[src/rtl/servant_arbiter_rr_pkg.sv]
// servant_arbiter_rr_pkg
// Shared helper functions for the round-robin Wishbone arbiter and its
// request picker. It has no ports. It holds constant-safe helpers for
// index width and modulo increment, so that every user of the picker
// agrees on how indices are sized and wrapped.
package servant_arbiter_rr_pkg;

  // Width needed to hold values 0..v-1, never less than one bit.
  function automatic int unsigned clog2_min1(input int unsigned v);
    if (v <= 32'd2) begin
      return 32'd1;
    end else begin
      return $clog2(v);
    end
  endfunction

  // (v + 1) mod n without a divider; v is assumed to be below n.
  function automatic int unsigned wrap_inc(input int unsigned v, input int unsigned n);
    if (v + 32'd1 >= n) begin
      return 32'd0;
    end else begin
      return v + 32'd1;
    end
  endfunction

endpackage

[src/rtl/servant_rr_pick.sv]
// servant_rr_pick
// Combinational round-robin picker. It returns the first set bit of the
// request vector, scanning upward from a start pointer and wrapping modulo N.
// The DMA arbiters reuse it.
//   req_i   : N-bit request vector
//   ptr_i   : index at which the scan starts (highest priority)
//   valid_o : at least one request is set
//   idx_o   : index of the selected requester (0 when valid_o is low)
module servant_rr_pick
  import servant_arbiter_rr_pkg::*;
#(
  parameter int unsigned N     = 2,
  parameter int unsigned IDX_W = 1
) (
  input  logic [N-1:0]     req_i,
  input  logic [IDX_W-1:0] ptr_i,
  output logic             valid_o,
  output logic [IDX_W-1:0] idx_o
);

  logic             found_s;
  logic [IDX_W-1:0] cand_s;

  // Scan candidates in priority order; the first hit wins.
  always_comb begin
    found_s = 1'b0;
    cand_s  = '0;
    idx_o   = '0;
    for (int unsigned i = 0; i < N; i++) begin
      cand_s = IDX_W'((32'(ptr_i) + i) % N);
      if (!found_s && req_i[cand_s]) begin
        found_s = 1'b1;
        idx_o   = cand_s;
      end else begin
        found_s = found_s;
      end
    end
    valid_o = found_s;
  end

endmodule

[src/rtl/servant_arbiter_rr.sv]
// servant_arbiter_rr
// N-master Wishbone arbiter with round-robin priority. One master at a time is
// granted onto a single slave port. A grant is held until the slave acks, the
// master aborts, or the watchdog expires.
//   i_wb_clk, i_wb_rst         : clock, synchronous active-high reset
//   i_wb_m_adr/dat/sel/we/cyc  : flattened master buses, master k in slice k
//   o_wb_m_rdt, o_wb_m_ack     : shared read data, per-master ack
//   o_wb_s_adr/dat/sel/we/cyc  : slave port driven by the granted master
//   i_wb_s_rdt, i_wb_s_ack     : slave read data and ack
//   o_grant                    : one-hot grant, zero while idle
//   o_timeout                  : one-cycle pulse when the watchdog ends a transfer
module servant_arbiter_rr
  import servant_arbiter_rr_pkg::*;
#(
  parameter int unsigned NUM_MASTERS = 2,
  parameter int unsigned ADR_WIDTH   = 32,
  parameter int unsigned DAT_WIDTH   = 32,
  parameter int unsigned TIMEOUT     = 255
) (
  input  logic                               i_wb_clk,
  input  logic                               i_wb_rst,
  input  logic [NUM_MASTERS*ADR_WIDTH-1:0]   i_wb_m_adr,
  input  logic [NUM_MASTERS*DAT_WIDTH-1:0]   i_wb_m_dat,
  input  logic [NUM_MASTERS*DAT_WIDTH/8-1:0] i_wb_m_sel,
  input  logic [NUM_MASTERS-1:0]             i_wb_m_we,
  input  logic [NUM_MASTERS-1:0]             i_wb_m_cyc,
  output logic [DAT_WIDTH-1:0]               o_wb_m_rdt,
  output logic [NUM_MASTERS-1:0]             o_wb_m_ack,
  output logic [ADR_WIDTH-1:0]               o_wb_s_adr,
  output logic [DAT_WIDTH-1:0]               o_wb_s_dat,
  output logic [DAT_WIDTH/8-1:0]             o_wb_s_sel,
  output logic                               o_wb_s_we,
  output logic                               o_wb_s_cyc,
  input  logic [DAT_WIDTH-1:0]               i_wb_s_rdt,
  input  logic                               i_wb_s_ack,
  output logic [NUM_MASTERS-1:0]             o_grant,
  output logic                               o_timeout
);

  localparam int unsigned IDX_W   = clog2_min1(NUM_MASTERS);
  localparam int unsigned SEL_W   = DAT_WIDTH / 8;
  localparam int unsigned CNT_W   = clog2_min1(TIMEOUT + 32'd1);
  localparam int unsigned TO_LAST = (TIMEOUT == 32'd0) ? 32'd0 : TIMEOUT - 32'd1;
  localparam bit          WD_EN   = (TIMEOUT != 32'd0);

  typedef enum logic {
    ST_IDLE = 1'b0,
    ST_BUSY = 1'b1
  } state_e;

  state_e           state_q, state_d;
  logic [IDX_W-1:0] gnt_q, gnt_d;
  logic [IDX_W-1:0] ptr_q, ptr_d;
  logic [CNT_W-1:0] cnt_q, cnt_d;

  logic             pick_valid_s;
  logic [IDX_W-1:0] pick_idx_s;
  logic [IDX_W-1:0] ptr_next_s;
  logic             busy_s;
  logic             gnt_cyc_s;
  logic             cnt_hit_s;
  logic             ack_fire_s;
  logic             to_fire_s;

  servant_rr_pick #(
    .N     (NUM_MASTERS),
    .IDX_W (IDX_W)
  ) u_pick (
    .req_i   (i_wb_m_cyc),
    .ptr_i   (ptr_q),
    .valid_o (pick_valid_s),
    .idx_o   (pick_idx_s)
  );

  assign busy_s     = (state_q == ST_BUSY);
  assign gnt_cyc_s  = i_wb_m_cyc[gnt_q];
  assign cnt_hit_s  = WD_EN && (cnt_q == CNT_W'(TO_LAST));
  assign ptr_next_s = IDX_W'(wrap_inc(32'(gnt_q), NUM_MASTERS));

  // A real ack takes priority over the watchdog. While reset is asserted the
  // transfer is dropped, so no ack is forwarded in that cycle.
  assign ack_fire_s = busy_s && i_wb_s_ack && !i_wb_rst;
  assign to_fire_s  = busy_s && cnt_hit_s && !i_wb_s_ack && !i_wb_rst;

  // State, grant, pointer and watchdog registers.
  always_ff @(posedge i_wb_clk) begin
    if (i_wb_rst) begin
      state_q <= ST_IDLE;
      gnt_q   <= '0;
      ptr_q   <= '0;
      cnt_q   <= '0;
    end else begin
      state_q <= state_d;
      gnt_q   <= gnt_d;
      ptr_q   <= ptr_d;
      cnt_q   <= cnt_d;
    end
  end

  // Next-state logic: arbitrate in IDLE, wait for ack/timeout/abort in BUSY.
  always_comb begin
    state_d = state_q;
    gnt_d   = gnt_q;
    ptr_d   = ptr_q;
    cnt_d   = cnt_q;
    case (state_q)
      ST_IDLE: begin
        if (pick_valid_s) begin
          gnt_d   = pick_idx_s;
          cnt_d   = '0;
          state_d = ST_BUSY;
        end else begin
          state_d = ST_IDLE;
        end
      end
      ST_BUSY: begin
        if (i_wb_s_ack) begin
          ptr_d   = ptr_next_s;
          state_d = ST_IDLE;
        end else if (cnt_hit_s) begin
          ptr_d   = ptr_next_s;
          state_d = ST_IDLE;
        end else if (!gnt_cyc_s) begin
          // An abort leaves the pointer alone, so the master keeps its turn.
          state_d = ST_IDLE;
        end else begin
          cnt_d = cnt_q + CNT_W'(32'd1);
        end
      end
      default: begin
        state_d = ST_IDLE;
      end
    endcase
  end

  // Per-master ack and one-hot grant decoding.
  always_comb begin
    o_wb_m_ack = '0;
    o_grant    = '0;
    if (ack_fire_s || to_fire_s) begin
      o_wb_m_ack[gnt_q] = 1'b1;
    end else begin
      o_wb_m_ack = '0;
    end
    if (busy_s) begin
      o_grant[gnt_q] = 1'b1;
    end else begin
      o_grant = '0;
    end
  end

  assign o_wb_m_rdt = to_fire_s ? '0 : i_wb_s_rdt;
  assign o_timeout  = to_fire_s;

  // The slave port always shows the granted master's request. cyc is
  // qualified so that an aborting master releases the slave in the same cycle.
  assign o_wb_s_cyc = busy_s && gnt_cyc_s;
  assign o_wb_s_adr = i_wb_m_adr[gnt_q*ADR_WIDTH +: ADR_WIDTH];
  assign o_wb_s_dat = i_wb_m_dat[gnt_q*DAT_WIDTH +: DAT_WIDTH];
  assign o_wb_s_sel = i_wb_m_sel[gnt_q*SEL_W +: SEL_W];
  assign o_wb_s_we  = i_wb_m_we[gnt_q];

endmodule

[config.mk]
export PLATFORM = sky130hd
export DESIGN_NAME = servant_arbiter_rr
export DESIGN_NICKNAME = d
export VERILOG_FILES = /design/src/rtl/servant_arbiter_rr_pkg.sv /design/src/rtl/servant_rr_pick.sv /design/src/rtl/servant_arbiter_rr.sv
export SDC_FILE = /design/constraint.sdc
export NUM_CORES = 1
export LEC_CHECK = 0
export CAP_MARGIN = 20
export CORE_AREA = 2 2 110 112
export DETAILED_ROUTE_END_ITERATION = 6
export DIE_AREA = 0 0 112 114
export SYNTH_ARGS = -nofsm -noshare
export SYNTH_HDL_FRONTEND = slang
export SYNTH_HIERARCHICAL = 1
export SYNTH_SLANG_ARGS = --single-unit
[constraint.sdc]
create_clock -name i_wb_clk -period 3.4 [get_ports i_wb_clk]
set_input_delay 0.68 -clock i_wb_clk [delete_from_list [all_inputs] [get_ports i_wb_clk]]
set_output_delay 0.68 -clock i_wb_clk [all_outputs]
set_load 0.05 [all_outputs]
**Yosys cells after proc, flatten, opt, wreduce, memory -nomap -nowiden**

Cells that the tools add are included.

- Flip-flop bits (word level): 11
- Bits of input ports: 175
- Logic and storage cells: 67
- Output and inout port bits: 107

- $add $sub $neg: 3
- Reductions and logical operators: 16
- Magnitude comparators: 5
- Shift-type cells: 3
- Bitwise operators: 1
- Mux-type cells: 30
- Eq/ne operators: 5

Operators with widths:

| kind | count |
|---|---|
| 64-bit by 7-bit variable part select with 32-bit output | 2 |
| 32-bit 2-to-1 mux | 1 |
| 8-bit 2-to-1 mux | 4 |
| 1-bit 2-to-1 mux | 20 |
| 8-bit one-hot mux with 2 select lines | 1 |
| 8-bit by 1-bit adder with 8-bit output, second input constant | 1 |
| 8-bit equality test, second input constant | 1 |
| 1-bit logical AND | 8 |
| 8-bit by 4-bit variable part select with 4-bit output | 1 |
| 1-bit by 2-bit less-than comparator with 1-bit output, second input constant | 3 |
| 2-bit != test, second input constant | 3 |
| 2-bit 2-to-1 mux | 2 |
| 2-bit AND reduction | 2 |
| 4-bit AND reduction | 1 |
| 1-bit zero test | 3 |
| 1-bit by 1-bit adder with 2-bit output, second input constant | 1 |
| 2-bit greater-or-equal comparator, second input constant | 1 |
| 2-bit by 1-bit != test with 1-bit output, second input constant | 1 |
| 1-bit one-hot mux with 2 select lines | 1 |
| 2-bit nonzero test | 1 |
| 1-bit adder, second input constant | 1 |
| 1-bit demux with 1-bit select | 1 |
| 1-bit greater-or-equal comparator, second input constant | 1 |
| 1-bit logical OR | 1 |
| 1-bit NOT | 1 |

**Longest topological paths before layout**

- Depth after elaboration: 8
- Gate-level depth with buffers: 6
- Depth with buffers taken out: 5

**Hierarchy**

Netlist, hierarchy kept.

By module, submodules not included:

| module | times used | sequential area each (um^2) | cells an instance | area each (um^2) |
|---|---|---|---|---|
| servant_arbiter_rr | 1 | 220.2 | 191 | 1690.4 |
| servant_rr_pick | 1 | 0.0 | 3 | 17.5 |

**Worst setup path after synthesis**

No wires, ideal clock.

- Path kind: register to output
- Start: register cnt_q[4]
- End: output port o_wb_m_ack[0]
- Arrival: 1.994 ns
- Slack: 0.726 ns
- Required time: 2.720 ns
- Stages on the path, launching flop included: 4
- Cells stage by stage: dfxtp_1 > and4_4 > a41oi_1 > nor3_1

- Cells in the longest elaborated chain, start to end: 6

RTL lines:

| item | line | text |
|---|---|---|
| start, declared | servant_arbiter_rr.sv:54 | `logic [CNT_W-1:0] cnt_q, cnt_d;` |
| start signal, assigned | servant_arbiter_rr.sv:96 | `cnt_q <= cnt_d;` |
| 8-bit equality test | servant_arbiter_rr.sv:77 | `assign cnt_hit_s = WD_EN && (cnt_q == CNT_W'(TO_LAST));` |
| 1-bit logical AND (3 in a row) | servant_arbiter_rr.sv:83 | `assign to_fire_s = busy_s && cnt_hit_s && !i_wb_s_ack && !i_wb_rst;` |
| 1-bit logical OR | servant_arbiter_rr.sv:140 | `if (ack_fire_s \|\| to_fire_s) begin` |
| 2-bit 2-to-1 mux | servant_arbiter_rr.sv:140 |  |
| end, declared | servant_arbiter_rr.sv:28 | `output logic [NUM_MASTERS-1:0] o_wb_m_ack,` |

Every way passes these cells.

**Final worst setup path**

- Start: register gnt_q
- End: output port o_wb_s_dat[3]

- Cells in the longest elaborated chain, start to end: 1

RTL lines:

| item | line | text |
|---|---|---|
| start, declared | servant_arbiter_rr.sv:52 | `logic [IDX_W-1:0] gnt_q, gnt_d;` |
| start signal, assigned | servant_arbiter_rr.sv:94 | `gnt_q <= gnt_d;` |
| 64-bit by 7-bit variable part select with 32-bit output | servant_arbiter_rr.sv:159 | `assign o_wb_s_dat = i_wb_m_dat[gnt_q*DAT_WIDTH +: DAT_WIDTH];` |
| end, declared | servant_arbiter_rr.sv:30 | `output logic [DAT_WIDTH-1:0] o_wb_s_dat,` |

Every way passes these cells.

==> results.yml <==
sta:
  totalNegativeSetupSlack_ns: 0
  final_count_of_negative_setup_slack_endpoints: 0
  rsz0062_at_grt: "no"
  final.min_clock_period_ns: 2.935
  final.setup_skew_ns: 0.0003250
  min_period_over_period_pct: 86.32
  fmax_mhz: 340.7
  timing_worst_slew_pin_value_ns: 0.6227
  slew_violations: 0
  report.final.hold_viol_count: 0
  fin_hold_ws_ns: 0.5076
  slew_headroom_pct: 58.05
worst_setup_path:
  r2r_cells: 6
  crit_path_start: "gnt_q$_SDFFE_PP0P_"
  reg2reg_slack_ns: 1.35
  cp.arrival_ns: 2.26
  worstPathMaxFanout: 34
  timing.critical_path.from_type: "flip-flop"
  timing.critical_path.to_type: "output pin"
  crit-reg2reg-launch: "gnt_q$_SDFFE_PP0P_"
  worst_r2r_endpoint: "cnt_q[3]$_SDFFE_PP0P_"
  criticalPathCategory: "reg -> out"
  cp_data_required_time_ns: 2.72
clock_tree:
  clk_latency_ns: 0.24
  clock_tree.htree_level_count: 1
  clk_pin_slew_worst_paths_ns: 0.04
  clock-sinks: 11
  post-cts-setup-buffer-count: 0
  numCtsBuffers: 3
  cts_resized: 0
  cts_hold_repair.buffers: 0
  clock_tree.buffer_depth: 2
  clock_tree.root_cell: "sky130_fd_sc_hd__clkbuf_16"
  cts_tree: "done"
hold_path:
  min_path_type: "reg -> reg"
  worst_hold_path.num_cells: 1
  hold-path-endpoint: "cnt_q[7]$_SDFFE_PP0P_"
  hold_start: "cnt_q[7]$_SDFFE_PP0P_"
logic_synthesis:
  ys.warnings.count: 6
  register_bit_total_from_synthesis: 11
  post_synth_inst_count: 194
  netlist.top_cell.by_area: "sky130_fd_sc_hd__mux2_2"
  synth_area_um2: 1708
  synth_nets: 371
  synth_area_per_cell_um2: 8.804
  synth_sequential_area_ratio_pct: 12.89
  count_of_distinct_cell_types_in_the_synthesized_netlist: 39
  synth.area.top_cells: "sky130_fd_sc_hd__mux2_2 46%, sky130_fd_sc_hd__dfxtp_1 13%, sky130_fd_sc_hd__nor2b_1 13%, sky130_fd_sc_hd__buf_2 2.3%, sky130_fd_sc_hd__nand4_1 1.8%"
  yosys.area.top_type_share_pct: 46.15
placement:
  globalplace.congestion: 0.8044
  dpl.hpwl_um: 9199
  place.port_buffers: 281
job:
  timing.max_cap.violations: 0
outcome:
  outcome: "completed"
drt:
  drt-total-wl_um: 10880
  detailroute.wirelength.met3_um: 792
  detail_route.wirelength.met1_um: 4627
  routed.top_layer: "met5"
  final_routed_wire_length_divided_by_cell_count_um: 17.58
  vias_per_cell: 4.157
  antenna_violating_nets_post_route: 0
  drc: 0
  dr.first_iter.drc_count: 83
  vias: 2573
  met2RoutedLength_um: 5271
  drt_first_pass_iters: 4
pwr:
  power_density_nw_per_um2: 254.4
  cellLeakagePower_nw: 1.799
  ir_drop_uv: 171.7
final_layout:
  mostFrequentLayoutCell: "sky130_fd_sc_hd__clkdlybuf4s50_1"
  area_growth_pct: 179.0
  layout_common_cells: "245 x sky130_fd_sc_hd__clkdlybuf4s50_1, 70 x sky130_fd_sc_hd__mux2_2, 37 x sky130_fd_sc_hd__buf_4"
  final.fill_count: 1178
  post_route_cells_drive_above_1_share_pct: 25.85
  antenna_cells_inserted: 0
  nNetsFinal: 650
floorplanning:
  core_um2: 11710
  initial_core_util_pct: 14.58
  die-height_um: 114
  io_pins: 282
  std_cell_rows: 40
  dieArea_um2: 12770
  chipWidth_um: 112
global_routing:
  grt_util_overall_pct: 15.16
  antenna_found_initial: 2
  maximum_number_of_pins_on_one_net_before_global_route_repair: 35
  global_route.overflow_total: 0
  grt_first_pass_wirelength_um: 15110
  first_global_vias: 2467
-- per-layer routing --
metal	up-vias	global-route usage [%]
li1	1267	-
met1	1183	19.31
met2	104	25.82
met3	15	4.198
met4	4	3.171
met5	-	0
-- cell usage after synthesis (all sizes together) --
cell,instances
dfxtp,11
clkbuf,2
nand4,5
a31oi,2
or2,1
nor2b,35
o221ai,1
or3,1
o21ai,2
mux2,70
a311o,1
a41o,1
and3,2
and4,1
mux2i,2
nor2,4
and2,1
nor3b,1
o211ai,4
nand2,4
nor3,3
o31ai,1
o311ai,3
ha,2
a21boi,1
a41oi,1
a21oi,3
or4,1
nand3,4
nand2b,1
buf,12
a311oi,1
o41a,1
inv,9
-- stage by stage --
stage	setup slack, ns	total power (W)	cell area [µm²]	cells	utilization, %
final	0.4650	0.001212	4765	619	40.68
after global routing	0.3850	0.001250	4765	619	40.68
after CTS	0.4537	0.001220	4765	619	40.68
after global placement	0.5626	0.0009923	4686	615	40.01
after detailed placement	0.5679	0.0009951	4686	615	40.01
after floorplan	0.7259	0.0005998	1708	194	-
-- critical path, stage by stage, from the launching register on --
cell and delay [ns]:
sky130_fd_sc_hd__dfxtp_4 0.62, sky130_fd_sc_hd__buf_4 0.29, sky130_fd_sc_hd__mux2_2 0.37, sky130_fd_sc_hd__clkdlybuf4s50_1 0.71
-- sequential cells by signal, indices dropped and copies added, names as in the netlist --
register	cells
busy_s	1
cnt_q	8
gnt_q	1
ptr_q	1
-- where the power goes --
part | internal (W) | switching (W) | leakage [nW]
registers | 0.000133 | 0.0000139 | 0.0900
clock network | 0.000158 | 0.0000616 | 0.0382
logic | 0.000397 | 0.000448 | 1.67
total | 0.000688 | 0.000524 | 1.80
-- worst max path at each step --
| stage | end | slack, ns | cells after the start |
|---|---|---|---|
| finish | o_wb_s_dat[3] | 0.46 | 3 |
| global route | o_wb_s_dat[3] | 0.38 | 3 |
| detailed placement | o_wb_s_adr[28] | 0.57 | 3 |
| CTS | o_wb_s_dat[3] | 0.45 | 3 |
| floorplan | o_wb_m_ack[0] | 0.73 | 3 |
| global placement | o_wb_s_dat[28] | 0.56 | 3 |
-- logic make-up (layout without fill, tap and decap cells) --
group	Yosys count	count (layout)	synth area share [%]
buffers and inverters	23	301	5.861
AO/OA/AOI/OAI	22	22	9.817
multiplexers	72	72	47.33
AND/OR/NAND/NOR	64	64	22.64
flip-flops	11	11	12.89
adder cells (fa/ha/maj)	2	2	1.465
-- area by class of cell --
cell class / instances / area (µm²) / share of cell area [%]
repair buffers: 288 / 2850 / 59.82
multi-input cells: 160 / 1394 / 29.25
flip-flops and latches: 11 / 224.0 / 4.701
well taps: 147 / 183.9 / 3.860
clock buffers: 4 / 78.83 / 1.654
inverters: 9 / 33.78 / 0.7090
No activity file was read; power rests on OpenSTA's default activity.
